===== config.mk =====
export PLATFORM = sky130hd
export DESIGN_NAME = ram_track_walker
export DESIGN_NICKNAME = d
export VERILOG_FILES = /design/src/rtl/ram_track_walker_pkg.sv /design/src/rtl/ram_track_walker_tempo_prescaler.sv /design/src/rtl/ram_track_walker.sv
export SDC_FILE = /design/constraint.sdc
export NUM_CORES = 1
export LEC_CHECK = 0
export CAP_MARGIN = 20
export CORE_ASPECT_RATIO = 0.9
export CORE_MARGIN = 2
export CORE_UTILIZATION = 35
export CTS_CLUSTER_DIAMETER = 200
export DETAILED_ROUTE_END_ITERATION = 8
export HOLD_SLACK_MARGIN = 0.12
export SETUP_SLACK_MARGIN = 0.4
export SLEW_MARGIN = 20
export SYNTH_ARGS = -nofsm -noshare
export SYNTH_HDL_FRONTEND = slang
export SYNTH_SLANG_ARGS = --single-unit

===== constraint.sdc =====
create_clock -name habilitador -period 4.3 [get_ports habilitador]
set_input_delay 1.29 -clock habilitador [delete_from_list [all_inputs] [get_ports habilitador]]
set_output_delay 1.29 -clock habilitador [all_outputs]
set_load 0.05 [all_outputs]

===== src/rtl/ram_track_walker_pkg.sv =====
// Shared types and defaults for the song-RAM track walker.
package ram_track_walker_pkg;

   localparam int unsigned DEF_ADDR_W = 26;
   localparam int unsigned DEF_DATA_W = 16;

   typedef enum logic [2:0] {
      ST_IDLE      = 3'd0,
      ST_WAIT_TICK = 3'd1,
      ST_REQ       = 3'd2,
      ST_DRAIN     = 3'd3,
      ST_DONE      = 3'd4
   } state_t;

   // The tempo prescaler only advances while waiting for, or serving, a note read.
   function automatic logic tempo_running(input state_t s);
      return (s == ST_WAIT_TICK) || (s == ST_REQ);
   endfunction

endpackage


===== src/rtl/ram_track_walker_tempo_prescaler.sv =====
// Tempo divider: fires a tick every TICK_DIV running, unpaused cycles.
module ram_track_walker_tempo_prescaler #(
   parameter int unsigned TICK_DIV = 4
) (
   input  logic habilitador,
   input  logic reset_n,
   input  logic run,
   input  logic pause,
   input  logic reload,
   output logic tick_c
);

   localparam int unsigned CNT_W = (TICK_DIV > 2) ? $clog2(TICK_DIV) : 1;
   localparam logic [CNT_W-1:0] LOAD = CNT_W'(TICK_DIV - 1);

   logic [CNT_W-1:0] cnt;

   assign tick_c = run && !pause && (cnt == '0);

   always_ff @(posedge habilitador or negedge reset_n) begin
      if (!reset_n) begin
         cnt <= '0;
      end else if (reload || tick_c) begin
         cnt <= LOAD;
      end else if (run && !pause) begin
         cnt <= cnt - 1'b1;
      end
   end

endmodule


===== src/rtl/ram_track_walker.sv =====
// Song-RAM address sequencer: one note read per tempo tick over a req/ack handshake.
module ram_track_walker
   import ram_track_walker_pkg::*;
#(
   parameter int unsigned ADDR_W   = DEF_ADDR_W,
   parameter int unsigned DATA_W   = DEF_DATA_W,
   parameter int unsigned TICK_DIV = 4,
   parameter int unsigned STEP     = 1
) (
   input  logic              habilitador,
   input  logic              reset_n,
   input  logic              start,
   input  logic              stop,
   input  logic              pause,
   input  logic              loop_en,
   input  logic [ADDR_W-1:0] base_addr,
   input  logic [ADDR_W-1:0] length,
   output logic [ADDR_W-1:0] DireccionRAM,
   output logic              rd_req,
   input  logic              rd_ack,
   input  logic [DATA_W-1:0] rd_data,
   output logic [DATA_W-1:0] note_data,
   output logic              note_valid,
   output logic              busy,
   output logic              done,
   output logic              wrapped,
   output logic              overrun
);

   localparam logic [ADDR_W-1:0] STEP_W = ADDR_W'(STEP);

   state_t            state;
   logic [ADDR_W-1:0] base_q;
   logic [ADDR_W-1:0] len_q;
   logic [ADDR_W-1:0] offset;
   logic [ADDR_W-1:0] addr_acc;
   logic              loop_q;
   logic              tick_c;
   logic              reload_c;
   logic              last_c;

   assign reload_c = (state == ST_IDLE) && start && !stop;
   assign last_c   = (offset == len_q - 1'b1);

   ram_track_walker_tempo_prescaler #(
      .TICK_DIV (TICK_DIV)
   ) u_prescaler (
      .habilitador (habilitador),
      .reset_n     (reset_n),
      .run         (tempo_running(state)),
      .pause       (pause),
      .reload      (reload_c),
      .tick_c      (tick_c)
   );

   // addr_acc tracks base + offset*STEP incrementally, so no multiplier is needed.
   always_ff @(posedge habilitador or negedge reset_n) begin
      if (!reset_n) begin
         state        <= ST_IDLE;
         base_q       <= '0;
         len_q        <= '0;
         offset       <= '0;
         addr_acc     <= '0;
         loop_q       <= 1'b0;
         DireccionRAM <= '0;
         rd_req       <= 1'b0;
         note_data    <= '0;
         note_valid   <= 1'b0;
         busy         <= 1'b0;
         done         <= 1'b0;
         wrapped      <= 1'b0;
         overrun      <= 1'b0;
      end else begin
         note_valid <= 1'b0;
         done       <= 1'b0;
         wrapped    <= 1'b0;
         unique case (state)
            ST_IDLE: begin
               if (reload_c) begin
                  base_q   <= base_addr;
                  len_q    <= length;
                  loop_q   <= loop_en;
                  offset   <= '0;
                  addr_acc <= base_addr;
                  overrun  <= 1'b0;
                  busy     <= 1'b1;
                  if (length == '0) begin
                     state <= ST_DONE;
                     done  <= 1'b1;
                  end else begin
                     state <= ST_WAIT_TICK;
                  end
               end
            end
            ST_WAIT_TICK: begin
               if (stop) begin
                  state <= ST_IDLE;
                  busy  <= 1'b0;
               end else if (tick_c) begin
                  DireccionRAM <= addr_acc;
                  rd_req       <= 1'b1;
                  state        <= ST_REQ;
               end
            end
            ST_REQ: begin
               if (tick_c) begin
                  overrun <= 1'b1;
               end
               if (stop) begin
                  // An ack coinciding with stop closes the handshake; its data is dropped.
                  if (rd_ack) begin
                     rd_req <= 1'b0;
                     state  <= ST_IDLE;
                     busy   <= 1'b0;
                  end else begin
                     state <= ST_DRAIN;
                  end
               end else if (rd_ack) begin
                  rd_req     <= 1'b0;
                  note_data  <= rd_data;
                  note_valid <= 1'b1;
                  if (!last_c) begin
                     offset   <= offset + 1'b1;
                     addr_acc <= addr_acc + STEP_W;
                     state    <= ST_WAIT_TICK;
                  end else if (loop_q) begin
                     offset   <= '0;
                     addr_acc <= base_q;
                     wrapped  <= 1'b1;
                     state    <= ST_WAIT_TICK;
                  end else begin
                     done  <= 1'b1;
                     state <= ST_DONE;
                  end
               end
            end
            ST_DRAIN: begin
               if (rd_ack) begin
                  rd_req <= 1'b0;
                  state  <= ST_IDLE;
                  busy   <= 1'b0;
               end
            end
            ST_DONE: begin
               state <= ST_IDLE;
               busy  <= 1'b0;
            end
            default: begin
               state  <= ST_IDLE;
               rd_req <= 1'b0;
               busy   <= 1'b0;
            end
         endcase
      end
   end

endmodule

# == After elaboration in Yosys (flattened, before gate mapping) ==
# Cells that the tools add are included.
# Widths: inputs -> output; s select.
# word_totals
regBits,158
in_bits,75
word_cells,113
# op_classes
addsub,4
eq_ne,18
mux,51
n_bitwise,2
reduce_logical,23
# op_table
cell,count
$mux 26,10
$pmux 26 s2,2
$add 26x1->26 const B,2
$mux 3,9
$eq 26x26->1,1
$logic_not 26->1,1
$sub 26x1->26 const B,1
$mux 1,22
$ne 2x2->1 const B,6
$pmux 3 s4,1
$reduce_and 3->1,4
$ne 2x1->1 const B,4
$reduce_and 4->1,2
$eq 3x2->1 const B,2
$mux 2,3
$ne 3x3->1 const B,2
$reduce_and 5->1,1
$logic_and 1x1->1,4
$pmux 1 s2,2
$pmux 1 s4,1
$reduce_bool 2->1,2
$reduce_or 2->1,2
$eq 3x1->1 const B,1
$eq 3x3->1 const B,1
9 further kinds,12

# == Longest topological paths before layout ==
# Gate-level depths: netlist of run 1.
# logic_depth
word_depth,7
depth_mapped,14

# == Cells and area by module ==
# From an unflattened synthesis of run 1, not the netlist that was laid out.
# unflattened
cells_unflattened,912
area_unflattened_um2,8449.4
# modules_own_cells
module,instances,cells_per_inst,area_each_um2,seq_area_each_um2
ram_track_walker,1,899,8310.5,3903.7
ram_track_walker_tempo_prescaler,1,13,138.9,50.0

# == Least setup slack after synthesis of run 1 ==
# No wires, ideal clock.
# synth_path
path_type,register to register
from,register len_q[0]
to,register addr_acc[10]
setup_ns,0.141
arrival_ns,2.966
setup_slack_ns,1.193
path_stages_with_launch,15
path_buffers,3
path_cell_list,dfrtp_1 buf_2 inv_1 ha_1 nor3b_2 nand3_1 a2111oi_0 a211oi_1 nor4_4 nand4_2 buf_6 buf_6 mux2_4 nand2_1 a31oi_1
# synth_between
elab_chain_len,6
# synth_lines
item,line,text
start: declaration,ram_track_walker.sv:34,logic [ADDR_W-1:0] len_q;
start signal: assignment,ram_track_walker.sv:81,len_q <= length;
$sub 26x1->26 *,ram_track_walker.sv:43,assign last_c = (offset == len_q - 1'b1);
$eq 26x26->1 *,ram_track_walker.sv:43,
$mux 26,ram_track_walker.sv:122,if (!last_c) begin
$mux 26,ram_track_walker.sv:118,end else if (rd_ack) begin
$mux 26,ram_track_walker.sv:109,if (stop) begin
$pmux 26 s2,ram_track_walker.sv:77,unique case (state)
end signal: assignment,ram_track_walker.sv:84,addr_acc <= base_addr;
end signal: assignment,ram_track_walker.sv:124,addr_acc <= addr_acc + STEP_W;
end signal: assignment,ram_track_walker.sv:128,addr_acc <= base_q;
end: declaration,ram_track_walker.sv:36,logic [ADDR_W-1:0] addr_acc;
# Mark *: on every way between the ends. The rest lies on a longest branch, timed or not. The select of a mux whose other input is x is not followed.
# A chain may end at the register's enable or synchronous reset.

# == Worst setup path after layout of run 1 ==
# layout_path
from,register len_q[0]
to,register offset[21]
# layout_between
elab_chain_len,6
# layout_lines
item,line,text
$sub 26x1->26 *,ram_track_walker.sv:43,
$eq 26x26->1 *,ram_track_walker.sv:43,
$mux 26,ram_track_walker.sv:122,
$mux 26,ram_track_walker.sv:118,
$mux 26,ram_track_walker.sv:109,
$pmux 26 s2,ram_track_walker.sv:77,
end signal: assignment,ram_track_walker.sv:123,offset <= offset + 1'b1;
end: declaration,ram_track_walker.sv:35,logic [ADDR_W-1:0] offset;
# Marked as above.

==> reports/results.tsv, run 1 <==
metric	value	unit
First-pass DRT Iterations	5	
Pwr Total	5120	uW
Worst Setup End Kind	flip-flop	
Crit Path Max Fanout	28	
gpl congestion	0.822	
max-slew violations	0	
clk slew on worst S/H paths	0.07	ns
dpl hpwl	14400	um
Tmin final	3.61	ns
Psw	1860	uW
post-synthesis sequential area ratio	46.3	%
most common cell in the netlist	dfrtp_1	
first-pass GRT wire length	34800	um
skew final	0.0165	ns
WP buf/inv	2	
Synth area leader	dfrtp_1	
syn_nets	927	
internal power	3260	uW
htree depth	4	
WL final	20900	um
RSZ-0062 raised after global routing	no	
Mapped Area	8550	um2
beginning of the worst register-to-register path	len_q[0]$_DFFE_PN0P_	
outcome	complete, no violations	
main flop type after synthesis	dfrtp_1	
Required @ worst endpoint	4.65	ns
pin count of the biggest net entering global routing	87	
GRT overflow	0	
Static Leakage	0.00455	uW
post-synthesis cell count	848	
switch share	36.3	%
class of the worst hold path	flip-flop to flip-flop	
EDFF count, synth	0	
FP Rows	54	
wire length per cell	16.4	um
YS warnings	0	
Vias/cell	5.27	
f_max	277	MHz
crit-path cells	inv_1 -> ha_1 -> nor3b_4 -> nand3_1 -> and3_1 -> a211oi_1 -> nor4_4 -> nand4_2 -> buf_6 -> nand4_4 -> or3_1 -> o21ai_1	
WS Path Type	flip-flop to flip-flop	
post-synthesis average cell area	10.1	um2
die height	152	um
Setup crit start kind	flip-flop	
Hold Path Depth	2	
proportion of layout cells with a drive suffix above 1	16.4	%
DIE WIDTH	169	um
Worst VDD drop	0.245	mV
post-synthesis register bit count	158	
CTS Root Buffer Type	clkbuf_16	
share of the synthesized area in the top cell type	46.3	%
n_diodes	0	
Vias	6700	
Final Cycle Share	83.9	%
I/O Buffers	122	
vias in the first global route	6640	
area grow syn2layout	24.5	%
total track usage	16.8	%
pwr/cell area	481	nW/um2
critical path's largest stage delay	0.47	ns
clk_lat worst skew	0.44	ns
CTS Buffer Depth	2	
crit path DAT	3.96	ns
synth cell count leaders	dfrtp_1 (158), nand2_1 (118), mux2_2 (79), nor2_1 (56), xnor2_1 (45)	
CTS tree	done	
Routed Antenna Nets	0	
number of cells on the worst reg-to-reg path	12	
RR Endpoint	offset[21]$_DFFE_PN0P_	
sequential power share	40.8	%
Setup TNS	0	ns
CP top delay family	simple AND/OR/NAND/NOR gates	
TritonCTS buffer count	17	
Combinational Power Share	29.7	%
hold_sp	base_q[7]$_DFFE_PN0P_	
Slew Limit Headroom	42.2	%
Max Cap Violations	0	
setup violators final	0	
Post-route DRC	0	
I/O pins	123	
synth top area cells	dfrtp_1 (46%), mux2_2 (10%), nand2_1 (5.2%), xnor2_1 (4.6%), mux2_4 (3.0%)	
Die Area	25700	um2
initial antenna violation count	0	
Slowest-stage cell, CP	dfrtp_1	
CTS sink cnt	158	
post-synthesis cell type count	68	
final hold violations	0	
DRT iter0 DRCs	408	
Critical Path Stages	12	
Post-synth ARST share	100	%
clock share of power	29.5	%
endpoint of the worst hold path	base_q[7]$_DFFE_PN0P_	
Reg2Reg Setup Slack	0.69	ns
layout net count	1030	
Initial Util	35.4	%
core region area	24100	um2
setup bufs post-CTS	0	
Worst-Margin Slew	0.868	ns
## cells in the final DEF, fill, tap and decap left out, types with 8 or more instances in the layout
cell	n
inv_1	16
dfrtp_1	158
xor2_1	9
nor3_1	28
nor4_1	12
a21oi_1	17
nor2_1	56
mux2_2	79
a31oi_1	25
buf_4	8
clkbuf_16	17
xnor2_1	45
mux2_4	17
o21ai_0	36
nand3_1	32
nand2_1	117
nand4_1	13
clkdlybuf4s50_1	121
and3_1	18
## final cells by class
| class | instances | area [um2] |
|---|---|---|
| fill | 2292 | 13500 |
| multi-input combinational | 625 | 4310 |
| sequential | 158 | 3950 |
| timing repair buffer | 133 | 1330 |
| clock buffer | 17 | 425 |
| tap | 308 | 385 |
| clock inverter | 15 | 170 |
| inverter | 16 | 60.1 |
## worst min-delay path, delay by kind of cell (launching register included)
kind | cells | cell delay [ns]
simple gates | 1 | 0.04
flops | 1 | 0.34
compound gates | 1 | 0.06
## worst max path at each step
stage,from,to,slack (ns)
4_1_cts,len_q[0]$_DFFE_PN0P_,offset[21]$_DFFE_PN0P_,0.49
3_3_place_gp,len_q[0]$_DFFE_PN0P_,offset[21]$_DFFE_PN0P_,0.58
3_5_place_dp,stop,offset[20]$_DFFE_PN0P_,0.49
2_1_floorplan,len_q[0]$_DFFE_PN0P_,addr_acc[10]$_DFFE_PN0P_,1.19
5_1_grt,len_q[0]$_DFFE_PN0P_,offset[21]$_DFFE_PN0P_,0.41
6_report,len_q[0]$_DFFE_PN0P_,offset[21]$_DFFE_PN0P_,0.69
## power groups by stage
stage                     Combinational, uW  Sequential (uW)  Clock (uW)
final                                  1520             2090        1510
after global routing                   1650             2140        1620
after CTS                              1530             2090        1550
after detailed placement               1520             2120           0
after global placement                 1500             2110           0
after floorplan                         748             2380           0
## repair_timing
item,CTS,global route
resized for setup,0,4
endpoints found under the setup margin,0,39
hold buffers,0,0
## cell families after synthesis
logic type                 Yosys count  synth area share [%]
DFF                                158                  46.3
AOI/OAI and AO/OA                  142                  11.0
muxes                              100                  13.9
xor gates and xnor gates            54                  5.53
and+or+nand+nor                    325                  19.2
adders and majority gates            4                 0.586
buffers and inverters               65                  3.56
## flip-flops by register name, indices dropped and copies added, names as in the netlist, 2 cells and up
name             count
DireccionRAM        26
addr_acc            26
base_q              26
len_q               26
note_data           16
offset              26
state                3
u_prescaler.cnt      2
## per-layer routing
| metal | up-vias | share of wire, % | global-route usage, % |
|---|---|---|---|
| met4 | 0 | 1.4 | 4.43 |
| met1 | 3261 | 48 | 22.9 |
| met3 | 21 | 4.7 | 4.16 |
| met2 | 158 | 46 | 26.7 |
| li1 | 3260 | - | - |
| met5 | - | 0 | 0 |
## metrics by stage
stage	util, %	setup WS [ns]	hold WS [ns]	std cells	cell area (um2)
floorplan	-	1.19	0.446	848	8550
finish	44.1	0.693	0.478	1272	10600
global placement	41.6	0.583	0.460	1240	10000
global route	44.1	0.412	0.514	1272	10600
CTS	44.0	0.494	0.486	1272	10600
detailed placement	41.6	0.487	0.470	1240	10000
(Power assumes the default switching activity.)
==> run 2, diff against run 1 <==
Clock period 4.3 ns to 3.4 ns, I/O delays scaled along.
==> run 2 against run 1 <==
Fmax up 13%. Non-clock buffer count up 55. Utilization increased by 4.0 points. First-iteration DRC count rose by 12%. Worst hold slack is essentially flat. Die area unchanged. Power grew 32%.
==> reports/results.tsv, run 2 (synthesis results as in run 1) <==
metric	value	unit
outcome	complete, no violations	
clk slew on worst S/H paths	0.07	ns
layout net count	1086	
dpl hpwl	14500	um
Fin Hold WS	0.478	ns
WS Path Type	flip-flop to flip-flop	
I/O pins	123	
Fillers	2210	
Post-route DRC	0	
Worst Setup End Kind	flip-flop	
die height	152	um
wire length per cell	17.0	um
Crit Path Max Fanout	8	
Initial Util	35.4	%
Setup TNS	0	ns
DIE WIDTH	169	um
n_diodes	0	
Static Leakage	0.00498	uW
f_max	313	MHz
core region area	24100	um2
Tmin final	3.20	ns
most frequent cells in the layout	dfrtp_1 (151), clkdlybuf4s50_1 (121), nand2_1 (112)	
CTS tree	done	
beginning of the worst register-to-register path	len_q[0]$_DFFE_PN0P_	
hold_sp	base_q[1]$_DFFE_PN0P_	
area grow syn2layout	35.7	%
FP Rows	54	
GRT overflow	0	
Max Cap Violations	0	
DRT iter0 DRCs	455	
crit path DAT	3.48	ns
pin count of the biggest net entering global routing	65	
Slowest-stage cell, CP	dfrtp_2	
pwr/cell area	582	nW/um2
initial antenna violation count	0	
placed insts	1256	
Die Area	25700	um2
class of the worst hold path	flip-flop to flip-flop	
First-pass DRT Iterations	5	
gpl congestion	0.866	
Routed Antenna Nets	0	
Required @ worst endpoint	3.69	ns
Setup crit start kind	flip-flop	
RSZ-0062 raised after global routing	yes	
first-pass GRT wire length	36200	um
Vias/cell	5.30	
final hold violations	0	
max-slew violations	0	
CTS sink cnt	158	
Layout Cells excl Fill	1328	
CTS Hold Bufs	0	
skew final	0.0147	ns
critical path's largest stage delay	0.45	ns
CTS Buffer Depth	2	
CP Launch Point	len_q[0]$_DFFE_PN0P_	
setup violators final	0	
Top cell by count, worst path	buf_4	
htree depth	4	
crit-path cells	inv_2 -> ha_4 -> nor3b_4 -> buf_4 -> nand3_4 -> a2111oi_4 -> a211oi_2 -> buf_4 -> nor4_4 -> nand4_4 -> buf_4 -> buf_12 -> mux2_4 -> nand2_1 -> a31oi_1	
total track usage	17.5	%
Worst-Margin Slew	0.882	ns
proportion of layout cells with a drive suffix above 1	27.5	%
Final Cycle Share	94.0	%
WL final	22600	um
Slew Limit Headroom	41.2	%
pre-CTS setup slack	0.115	ns
I/O Buffers	122	
CTS Root Buffer Type	clkbuf_16	
Worst VDD drop	0.334	mV
commonest non-fill, non-tap cell in the layout	dfrtp_1	
Vias	7038	
TritonCTS buffer count	17	
clk_lat worst skew	0.43	ns
vias in the first global route	6871	
fin worst setup slack	0.203	ns
==> run 2: changes by cell type in the layout (fill, tap and decap cells not counted), sizes merged <==
cell,previous run,this run
clkinv,6,4
buf,12,65
inv,24,27
nand4,15,16
clkbuf,17,19
clkinvlp,1,0
==> run 2: final timing paths <==
kind,end,slack [ns],cells after the start
setup / recovery,addr_acc[20]$_DFFE_PN0P_,0.20,15
hold / removal,base_q[1]$_DFFE_PN0P_,0.48,2
setup reg to reg,addr_acc[20]$_DFFE_PN0P_,0.20,15
hold reg to reg,base_q[1]$_DFFE_PN0P_,0.48,2
max in group asynchronous,len_q[25]$_DFFE_PN0P_,2.10,2
min in group asynchronous,DireccionRAM[12]$_DFFE_PN0P_,0.58,1
==> run 2: worst max-delay path: cells and delay by family (launching register included) <==
family,cells,cell delay [ns]
buf+inv,5,0.77
simple gates,5,0.97
compound gates,3,0.41
mux,1,0.29
flops,1,0.45
fa+ha+maj,1,0.15
==> run 2: repair_timing <==
item                       CTS  global route
setup endpoints to repair   51            79
pin swaps                   17            36
resized for setup           30            86
setup buffers               20            13
gates cloned                 3             4
==> run 2: area by class of cell <==
cell class | count | area [um2] | area share (%)
Clock inverter | 15 | 164 | 1.41
Clock buffer | 17 | 425 | 3.67
Tap cell | 308 | 385 | 3.32
Timing Repair Buffer | 188 | 1930 | 16.7
Inverter | 16 | 60.1 | 0.518
Multi-Input combinational cell | 626 | 4670 | 40.3
Sequential cell | 158 | 3960 | 34.2
==> run 2: power breakdown <==
group	internal, uW	switching [uW]	total (uW)
Clock	994	918	1910
Sequential	2260	381	2640
Combinational	1030	1170	2200
==> run 2: per-stage QoR <==
stage,util [%],instance area (um2),power (uW)
finish,48.1,11600,6760
global route,48.1,11600,7130
CTS,46.3,11200,6660
detailed placement,42.3,10200,4660
global placement,42.3,10200,4630
floorplan,-,8590,3980
==> run 2: routing by layer <==
layer / wire length, um / vias up / global-route usage, % / share of wire, %
met4: 269 / 0 / 4.56 / 1.2
met2: 10600 / 148 / 27.5 / 47
li1: - / 3377 / - / -
met1: 10700 / 3494 / 24.5 / 47
met3: 1030 / 19 / 4.00 / 4.6
met5: 0 / - / 0 / 0
==> run 3, diff against run 2 <==
Settings changed: HOLD_SLACK_MARGIN 0.12 to 0.02.
Clock period 3.4 ns to 2.73 ns, I/O delays scaled along.
==> run 3 against run 2 <==
The run now ends with setup timing left. Clock power increased by 29%. Setup slack got worse by 0.48 ns. Final area rose by 6.4%. Count of clock-buffer cells in the layout stayed put. Flip-flop and latch count stayed put. Final cell count is 5.4% higher. Critical path type unchanged. Critical endpoint is now addr_acc[24]$_DFFE_PN0P_. Highest routed layer unchanged.
==> reports/results.tsv, run 3 (synthesis results as in run 1) <==
metric	value	unit
Top cell by count, worst path	buf_12	
class of the worst hold path	input port to async pin	
Max Cap Violations	0	
Fillers	2172	
wire length per cell	16.9	um
first-pass GRT wire length	38100	um
M3 GR Usage	4.34	%
skew final	0.0188	ns
FP Rows	54	
final hold violations	0	
TritonCTS buffer count	17	
Worst VDD drop	0.440	mV
core region area	24100	um2
GRT overflow	0	
htree depth	4	
Tmin final	3.01	ns
WL final	23700	um
CTS Buffer Depth	2	
WS Path Type	flip-flop to flip-flop	
fin worst setup slack	-0.281	ns
CTS Root Buffer Type	clkbuf_16	
most frequent cells in the layout	dfrtp_1 (155), buf_4 (106), nand2_1 (104)	
Vias	7313	
Final Cycle Share	110	%
initial antenna violation count	0	
total track usage	18.4	%
post-layout util	51.2	%
CTS tree	done	
Vias/cell	5.22	
CTS sink cnt	158	
pin count of the biggest net entering global routing	60	
crit-path cells	inv_2 -> ha_4 -> nor3b_4 -> nand4_1 -> o41a_1 -> nor4_4 -> buf_4 -> a41oi_4 -> o21a_2 -> buf_12 -> buf_12 -> nor2_1 -> a31oi_1	
Routed Antenna Nets	0	
Required @ worst endpoint	3.04	ns
post-route cell area	12300	um2
f_max	332	MHz
Initial Util	35.4	%
max-slew violations	0	
DIE WIDTH	169	um
failing checks	setup timing	
dpl hpwl	16000	um
CTS Hold Bufs	0	
setup violators final	77	
die height	152	um
DP Area	11000	um2
Slowest-stage cell, CP	dfrtp_2	
proportion of layout cells with a drive suffix above 1	34.1	%
clk slew on worst S/H paths	0.07	ns
n_diodes	0	
DRT iter0 DRCs	478	
Die Area	25700	um2
First-pass DRT Iterations	5	
layout net count	1158	
Slew Limit Headroom	63.1	%
Crit Path Max Fanout	12	
vias in the first global route	7397	
RSZ-0062 raised after global routing	yes	
Post-route DRC	0	
clk_lat worst skew	0.44	ns
I/O Buffers	122	
Reg2Reg Setup Slack	-0.28	ns
outcome	finished with violations	
Setup crit start kind	flip-flop	
gpl congestion	0.866	
commonest non-fill, non-tap cell in the layout	dfrtp_1	
M2 GR Usage	29.6	%
pwr/cell area	699	nW/um2
Worst Setup End Kind	flip-flop	
Worst-Margin Slew	0.555	ns
I/O pins	123	
Top Usage Layer GRT	met2	
crit path DAT	3.32	ns
met1 GRT Util	24.9	%
Static Leakage	0.00562	uW
critical path's largest stage delay	0.45	ns
Fin Hold WS	0.334	ns
area grow syn2layout	44.5	%
-- run 3: cell count changes in the layout (fill, tap and decap cells not counted), sizes merged --
cell,previous run,this run
clkinv,4,7
dlygate4sd2,0,48
inv,27,23
buf,65,133
bufinv,0,1
clkbuf,19,24
nand4,16,15
clkdlybuf4s50,121,73
-- run 3: path summary, 6_finish.rpt --
check	end	from	cells past startpoint
hold / removal	base_q[2]$_DFFE_PN0P_	reset_n	1
setup / recovery	addr_acc[24]$_DFFE_PN0P_	len_q[1]$_DFFE_PN0P_	13
setup reg to reg	addr_acc[24]$_DFFE_PN0P_	len_q[1]$_DFFE_PN0P_	13
hold reg to reg	base_q[7]$_DFFE_PN0P_	base_q[7]$_DFFE_PN0P_	2
max in group asynchronous	note_data[5]$_DFFE_PN0P_	reset_n	2
min in group habilitador	base_q[7]$_DFFE_PN0P_	base_q[7]$_DFFE_PN0P_	2
-- run 3: power by group --
part           leakage (uW)  switching (uW)  internal (uW)
Combinational       0.00332            1600           1340
Clock              0.000301            1150           1320
Sequential          0.00200             414           2810
-- run 3: critical path, delay by kind of cell, from the launching register on --
| kind | cells | cell delay (ns) |
|---|---|---|
| compound gates | 4 | 0.87 |
| buf+inv | 4 | 0.56 |
| flops | 1 | 0.45 |
| fa+ha+maj | 1 | 0.13 |
| simple gates | 4 | 0.87 |
-- run 3: layer usage --
metal  vias up  share of wire, %
li1       3529                 -
met1      3589                47
met2       172                47
met3        23               4.9
met4         0               1.5
met5         -                 0
-- run 3: timing repair --
item / CTS / global route
gates resized for setup: 123 / 67
pin swaps: 17 / 53
endpoints found under the hold margin: 0 / 0
endpoints found under the setup margin: 128 / 80
cloned: 3 / 6
buffers inserted: 11 / 1
-- run 3: final cells by class --
cell class	instances	area, um2	area share [%]
clock inverter	15	193	1.56
multi-input combinational	625	4750	38.4
inverter	16	60.1	0.486
sequential	158	3960	32.0
timing repair buffer	261	2580	20.9
tap	308	385	3.12
clock buffer	17	425	3.45
-- run 3: per-stage QoR --
step           instances  power, uW  setup slack [ns]  TNS (ns)
3_5_place_dp        1347       6070            -0.363    -22.86
6_report            1400       8630            -0.281    -15.33
5_1_grt             1400       9090            -0.406    -24.75
3_3_place_gp        1347       6010            -0.302    -19.59
4_1_cts             1393       8580            -0.229    -13.25
2_1_floorplan        848       4960            -0.278    -12.18
